## config.mk

```make
export PLATFORM = sky130hd
export DESIGN_NAME = oc_csr_host_arbiter
export DESIGN_NICKNAME = d
export VERILOG_FILES = /design/src/rtl/oc_csr_host_arbiter.sv
export SDC_FILE = /design/constraint.sdc
export NUM_CORES = 1
export LEC_CHECK = 0
export CAP_MARGIN = 30
export CORE_AREA = 2 2 105 107
export CTS_BUF_LIST = sky130_fd_sc_hd__clkbuf_16
export CTS_CLUSTER_DIAMETER = 120
export CTS_CLUSTER_SIZE = 14
export DETAILED_ROUTE_END_ITERATION = 10
export DIE_AREA = 0 0 107 109
export DONT_BUFFER_PORTS = 1
export SYNTH_ARGS = -nofsm -noshare
export SYNTH_HDL_FRONTEND = slang
export SYNTH_SLANG_ARGS = --single-unit
```

## constraint.sdc

```tcl
create_clock -name clock -period 1.5 [get_ports clock]
set_input_delay 0 -clock clock [delete_from_list [all_inputs] [get_ports clock]]
set_output_delay 0 -clock clock [all_outputs]
set_load 0.05 [all_outputs]
```

## src/rtl/oc_csr_host_arbiter.sv

```systemverilog
// Round-robin arbiter sharing one CSR bus among Hosts requesters; 3 cycles request-to-ack minimum, hosts
// hold hostReq until hostAck, downstream stalls via late downAck; OC_CSR_HOST_ARBITER_TIMEOUT_EN adds an abort timer.
module oc_csr_host_arbiter #(
  parameter int Hosts         = 2,
  parameter int AddressWidth  = 32,
  parameter int DataWidth     = 32,
  parameter int TimeoutCycles = 1024
) (
  input  logic                          clock,
  input  logic                          reset,
  input  logic [Hosts-1:0]              hostReq,
  input  logic [Hosts-1:0]              hostWrite,
  input  logic [Hosts*AddressWidth-1:0] hostAddress,
  input  logic [Hosts*DataWidth-1:0]    hostWdata,
  output logic [Hosts-1:0]              hostAck,
  output logic [DataWidth-1:0]          hostRdata,
  output logic                          hostError,
  output logic                          downReq,
  output logic                          downWrite,
  output logic [AddressWidth-1:0]       downAddress,
  output logic [DataWidth-1:0]          downWdata,
  input  logic                          downAck,
  input  logic                          downError,
  input  logic [DataWidth-1:0]          downRdata,
  output logic [2:0]                    grantId,
  output logic                          busy,
  output logic                          timeoutEvent
);

  typedef enum logic [1:0] {IDLE, REQ, RESP} state_t;

  state_t                  state, stateNext;
  logic [2:0]              lastGrant;
  logic [2:0]              winner;
  logic                    anyReq;
  logic [3:0]              rrTarget;
  logic                    selWrite;
  logic [AddressWidth-1:0] selAddress;
  logic [DataWidth-1:0]    selWdata;
  logic [DataWidth-1:0]    rdataReg;
  logic                    errorReg;
  logic                    limitHit;

  if (Hosts < 1 || Hosts > 8) begin : gBadHosts
    $error("oc_csr_host_arbiter: Hosts must be 1..8");
  end
  if (TimeoutCycles < 2 || TimeoutCycles > 65535) begin : gBadTimeout
    $error("oc_csr_host_arbiter: TimeoutCycles must be 2..65535");
  end

  // Walk offsets from farthest to nearest so the host right after lastGrant wins.
  always_comb begin
    winner     = '0;
    anyReq     = 1'b0;
    rrTarget   = '0;
    selWrite   = 1'b0;
    selAddress = '0;
    selWdata   = '0;
    for (int i = Hosts; i >= 1; i--) begin
      rrTarget = {1'b0, lastGrant} + 4'(i);
      if (rrTarget >= 4'(Hosts)) rrTarget = rrTarget - 4'(Hosts);
      for (int h = 0; h < Hosts; h++) begin
        if (rrTarget == 4'(h) && hostReq[h]) begin
          winner = 3'(h);
          anyReq = 1'b1;
        end
      end
    end
    for (int h = 0; h < Hosts; h++) begin
      if (winner == 3'(h)) begin
        selWrite   = hostWrite[h];
        selAddress = hostAddress[h*AddressWidth +: AddressWidth];
        selWdata   = hostWdata[h*DataWidth +: DataWidth];
      end
    end
  end

`ifdef OC_CSR_HOST_ARBITER_TIMEOUT_EN
  logic [15:0] waitCount;

  always_ff @(posedge clock) begin
    if (reset) begin
      waitCount <= '0;
    end else if (state == IDLE) begin
      waitCount <= '0;
    end else if (state == REQ && !downAck) begin
      waitCount <= waitCount + 16'd1;
    end
  end

  assign limitHit = (waitCount == 16'(TimeoutCycles - 1));
`else
  assign limitHit = 1'b0;
`endif

  always_ff @(posedge clock) begin
    if (reset) begin
      state <= IDLE;
    end else begin
      state <= stateNext;
    end
  end

  always_comb begin
    stateNext    = state;
    downReq      = 1'b0;
    hostAck      = '0;
    timeoutEvent = 1'b0;
    case (state)
      IDLE: begin
        if (anyReq) stateNext = REQ;
      end
      REQ: begin
        downReq = 1'b1;
        if (downAck) begin
          stateNext = RESP;
        end else if (limitHit) begin
          stateNext    = RESP;
          timeoutEvent = 1'b1;
        end
      end
      RESP: begin
        hostAck   = Hosts'(1) << grantId;
        stateNext = IDLE;
      end
      default: stateNext = IDLE;
    endcase
  end

  always_ff @(posedge clock) begin
    if (reset) begin
      lastGrant   <= 3'(Hosts - 1);
      grantId     <= '0;
      downWrite   <= 1'b0;
      downAddress <= '0;
      downWdata   <= '0;
      rdataReg    <= '0;
      errorReg    <= 1'b0;
    end else begin
      if (state == IDLE && anyReq) begin
        lastGrant   <= winner;
        grantId     <= winner;
        downWrite   <= selWrite;
        downAddress <= selAddress;
        downWdata   <= selWdata;
      end
      if (state == REQ) begin
        if (downAck) begin
          errorReg <= downError;
          rdataReg <= (downError || downWrite) ? '0 : downRdata;
        end else if (limitHit) begin
          errorReg <= 1'b1;
          rdataReg <= '0;
        end
      end
    end
  end

  // Response fields are only meaningful alongside hostAck, so keep them quiet otherwise.
  assign hostRdata = (state == RESP) ? rdataReg : '0;
  assign hostError = (state == RESP) ? errorReg : 1'b0;
  assign busy      = (state != IDLE);

endmodule
```

### After elaboration in Yosys (flattened, before gate mapping)

Index checks and enable logic that the tools add are counted.

* shift operators: 1
* $lt $le $gt $ge: 2
* multiplexer cells: 23
* equal/unequal tests: 7
* reduce and logical (&&, ||, !) cells: 13
* add/sub/neg operators: 4

Operator list (count)
* 32-bit two-way mux: 6
* 1-bit two-way mux: 10
* 4-bit by 1-bit == test with 1-bit output, second input constant: 2
* 4-bit by 2-bit >= comparator with 1-bit output, second input constant: 2
* 4-bit zero test: 2
* 4-bit two-way mux: 2
* 4-bit by 2-bit subtractor with 4-bit output, second input constant: 2
* 2-bit two-way mux: 3
* 1-bit logical AND: 5
* 3-bit by 1-bit adder with 4-bit output, second input constant: 1
* 3-bit by 2-bit adder with 4-bit output, second input constant: 1
* 2-bit != test, second input constant: 2
* 2-bit case mux with 2 select lines: 1
* 2-bit AND reduction: 2
* 3-bit by 1-bit == test with 1-bit output, second input constant: 1
* 3-bit zero test: 1
* 3-bit two-way mux: 1
* 1-bit by 3-bit << shifter with 2-bit output, first input constant: 1
* 2-bit by 1-bit == test with 1-bit output, second input constant: 1
* 2-bit == test, second input constant: 1
* 2-bit zero test: 1
* 2-bit nonzero test: 1
* 1-bit logical OR: 1

* bits of input ports: 168
* register bits after elaboration: 106
* logic and storage cells: 58
* output and inout bits: 106

### Longest topological paths before layout

* depth after elaboration: 11
* depth in mapped cells: 6
* mapped depth without buffers: 4

### Worst setup path before layout

Ideal clock, no wire load.

* path kind: register to register
* from: reg state[0]
* to: reg state[0]
* clock period less this slack: 1525 ps
* cell stages (with the launch flop): 4
* required time: 1433 ps
* data arrival time: 1458 ps
* path slack: -25 ps
* library setup time: 67 ps
* cells stage by stage: dfxtp_1 nor2b_1 a22oi_1 nor2_1

* cells in the longest elaborated chain, start to end: 3
* elaborated cells between the ends (all ways): 6
* those cells by class: 3 x eq/ne; 1 x mux; 2 x reduce/logical

RTL lines
* from (decl): RTL line 32 `state_t state, stateNext;`
* from (signal assigned): RTL line 100 `state <= stateNext;`
* 2-bit by 1-bit == test with 1-bit output or 2-bit zero test (tied branches): RTL line 109 `case (state)`
* 2-bit != test (no source line)
* 2-bit AND reduction (no source line)

Parallel ways exist; a longest one is shown, timed or not.
A chain may end at the register's enable or synchronous reset.

### Worst setup path in the final report

* from: reg state[0]
* to: out hostRdata[31]

* cells in the longest elaborated chain, start to end: 2

RTL lines
* 2-bit == test: RTL line 160 `assign hostRdata = (state == RESP) ? rdataReg : '0;`
* 32-bit two-way mux: RTL line 160
* to (decl): RTL line 16 `output logic [DataWidth-1:0] hostRdata,`

No other way between the ends.

==> impl_metrics.ini <==
[run_status]
outcome = complete, but fails checks
violations = hold timing

[setup_path]
ff2ff_setup_slack_ps = 130
crit_path_end_kind = output pin
worstReg2RegStart = state[1]
cp_data_required_time_ps = 1500
endpoint = hostRdata[31]
ff2ff_path_depth = 5
worstSetupPathType = reg2out
crit_fanout = 35
cp-start-kind = flop
cp.arrival_ps = 1470
r2r_end = downAddress[16]
crit_path_start = state[0]

[timing]
setup_tns_ps = 0
finalCriticalPeriod_ps = 1470
clock.fmax_mhz = 680
period_share = 0.980
maxSlewViolCount = 0
rsz0062_at_grt = true
clock_skew_ps = 6.67
whs_ps = -262
setup_violations = 0
hold_viol = 101

[clock_tree]
htreeDepth = 3
cts.clk_slew.worst_paths_ps = 70
clock-root-buffer = clkbuf_16
insertion_delay_ps = 330
cts_made_buffers = 9
cts_tree = yes
clk_path_buf_depth = 2
cts.sinks = 102
postCtsHoldBufs = 1

[synth]
yosysTopAreaCell = dfxtp_1
yosys-top-cells-area = dfxtp_1 (42%), a311oi_2 (15%), nand2_1 (13%), a21oi_1 (10%), and2_1 (4.4%)
yosys-mux-area-fraction = 0
syn_inst = 581
synth_top_family_by_area = compound AO/OA/AOI/OAI gates
yosys.area_share.simple = 0.220
netlist.area_leader.share = 0.418
ys_seq_area_frac = 0.418
syn_area_um2 = 4880
synth_xor_area_frac = 0
ys_ff_latch = 102
synth_fa_ha_area_frac = 0
synth.distinct_cells = 26
syn_area_per_cell_um2 = 8.41
synth_warnings = 0
synth-compound-area-share = 0.291

[placement]
place_inst = 779
gp_congestion = 0.772
io_buffer_count = 0
hpwl_mm = 9.95

[finish]
synthToLayoutAreaGrowth_pct = 34.2
post-route-util = 0.618
fin_cells = 795
area.sequential_um2 = 2050
final_nets = 819
antennaDiodeCount = 0
drive_gt1_frac = 0.295
nFillCells = 881
multi_input_area_um2 = 2530

[pwr]
seqPwrFrac = 0.393
leakage_nw = 2.52
p_sw_frac = 0.331
clkPwrFrac = 0.326
cellPowerDensity_nw_per_um2 = 1200
max-vdd-ir-drop_v = 0.000633
switching_power_mw = 2.61
p_comb_frac = 0.281
internal_power_mw = 5.27

[drt]
ant_nets = 0
viasPerCell = 5.68
wl_met3_mm = 1.08
vias = 4512
wl_mm = 14.2
dr_wl_met2_mm = 7.22
dr.max_layer_used = met4
drc = 0
drt_iter0_drc = 294
avgRoutedWirePerCell_um = 17.8
met1Wirelength_mm = 5.63
dr.pass1.iters = 5

[floorplan]
design.die.area_um2 = 11700
core_um2 = 10600
die_w_um = 107
row_count = 38
start_util = 0.461
boundaryPins = 274
die_y_um = 109

[run]
cap_viol_max_count = 0

[global_routing]
grt_antenna_before_repair = 0
grt-ovfl-total = 0
grt_pass1_vias = 4246
grt.total_usage = 0.232
grt_max_degree = 103
grt_pass1_wl_mm = 21.7

[worst_hold_path]
hp-class = in2reg
worstHoldPathCells = 1
==> layout make-up <==
cell class,instances,share of cell area
multi-input cells,417,0.387
flip-flops and latches,102,0.312
repair buffers,119,0.223
clock buffers,9,0.0344
well taps,140,0.0267
clock inverters,6,0.0155
inverters,2,0.00115
==> Yosys cell counts <==
| cell | number |
|---|---|
| a21bo_1 | 1 |
| a21boi_2 | 1 |
| a21oi_1 | 99 |
| a221o_1 | 1 |
| a22oi_1 | 1 |
| a311oi_1 | 15 |
| a311oi_2 | 50 |
| and2_1 | 34 |
| and2b_1 | 1 |
| and3b_1 | 1 |
| buf_2 | 24 |
| buf_4 | 15 |
| buf_6 | 2 |
| clkbuf_1 | 21 |
| conb_1 | 1 |
| dfxtp_1 | 102 |
| inv_1 | 1 |
| inv_2 | 1 |
| nand2_1 | 166 |
| nand3_1 | 32 |
| nand3b_1 | 1 |
| nor2_1 | 5 |
| nor2_4 | 1 |
| nor2b_1 | 3 |
| o21ai_0 | 1 |
| or2_1 | 1 |
==> power by group through the flow <==
| stage | clock (mW) | sequential (mW) | combinational (mW) |
|---|---|---|---|
| CTS | 2.61 | 3.09 | 2.23 |
| global route | 2.71 | 3.12 | 2.34 |
| detailed placement | 0 | 3.15 | 2.23 |
| global placement | 0 | 3.14 | 2.19 |
| finish | 2.57 | 3.10 | 2.22 |
| floorplan | 0 | 3.85 | 0.966 |
==> flip-flops by register name (all words and copies together), names as in the netlist <==
| name | count |
|---|---|
| grantId | 1 |
| errorReg | 1 |
| rdataReg | 32 |
| downWrite | 1 |
| downWdata | 32 |
| state | 2 |
| downAddress | 32 |
| lastGrant | 1 |
==> metal layers <==
layer	vias up	track usage
met5	-	0
met4	0	0.0779
met3	21	0.0532
met2	210	0.402
met1	2113	0.285
li1	2168	-
==> kinds of logic (layout without fill, tap and decap cells) <==
family,count (synthesis),after routing
AOI/OAI and AO/OA,169,169
buffers and inverters,64,136
DFF,102,102
other,1,3
and+or+nand+nor,245,245
==> worst min-delay path by stage <==
| stage | startpoint | endpoint | slack [ps] |
|---|---|---|---|
| floorplan | downError | errorReg | 140 |
| finish | reset | rdataReg[12] | -260 |
| CTS | reset | rdataReg[11] | -270 |
| global route | reset | rdataReg[18] | -270 |
| detailed placement | reset | downWdata[0] | 90 |
| global placement | reset | rdataReg[0] | 90 |
==> critical path, cell delays in order (launching register included) <==
cell	delay, ps
dfxtp_4	370
and2b_1	210
buf_12	160
and2_2	230
buf_12	150
==> through the flow <==
step	total power [mW]	cell area, um2	setup WS (ps)	hold WS [ps]
CTS	7.93	6540	0.780	-270
detailed placement	5.37	6200	116	88.4
global route	8.17	6550	-31.9	-269
global placement	5.33	6200	163	86.2
finish	7.88	6550	30.4	-262
floorplan	4.81	4890	117	136
==> repair_timing <==
action | CTS | global route
endpoints found under the hold margin | 102 | 101
buffers inserted | 0 | 0
resized for setup | 3 | 4
setup endpoints to repair | 35 | 28
==> placed cells by master, fill, tap and decap left out, types with 2 or more instances in the layout <==
cell	instances
nor2_4	2
clkinv_1	3
a311oi_2	50
bufinv_16	3
nor2_1	3
a21oi_1	99
and2_1	31
and2_4	2
conb_1	3
nor2b_1	2
nand3_1	32
dfxtp_1	100
a311oi_1	15
clkbuf_16	9
buf_12	45
nand2_1	166
buf_4	72
Power figures use the tool's default switching activity.
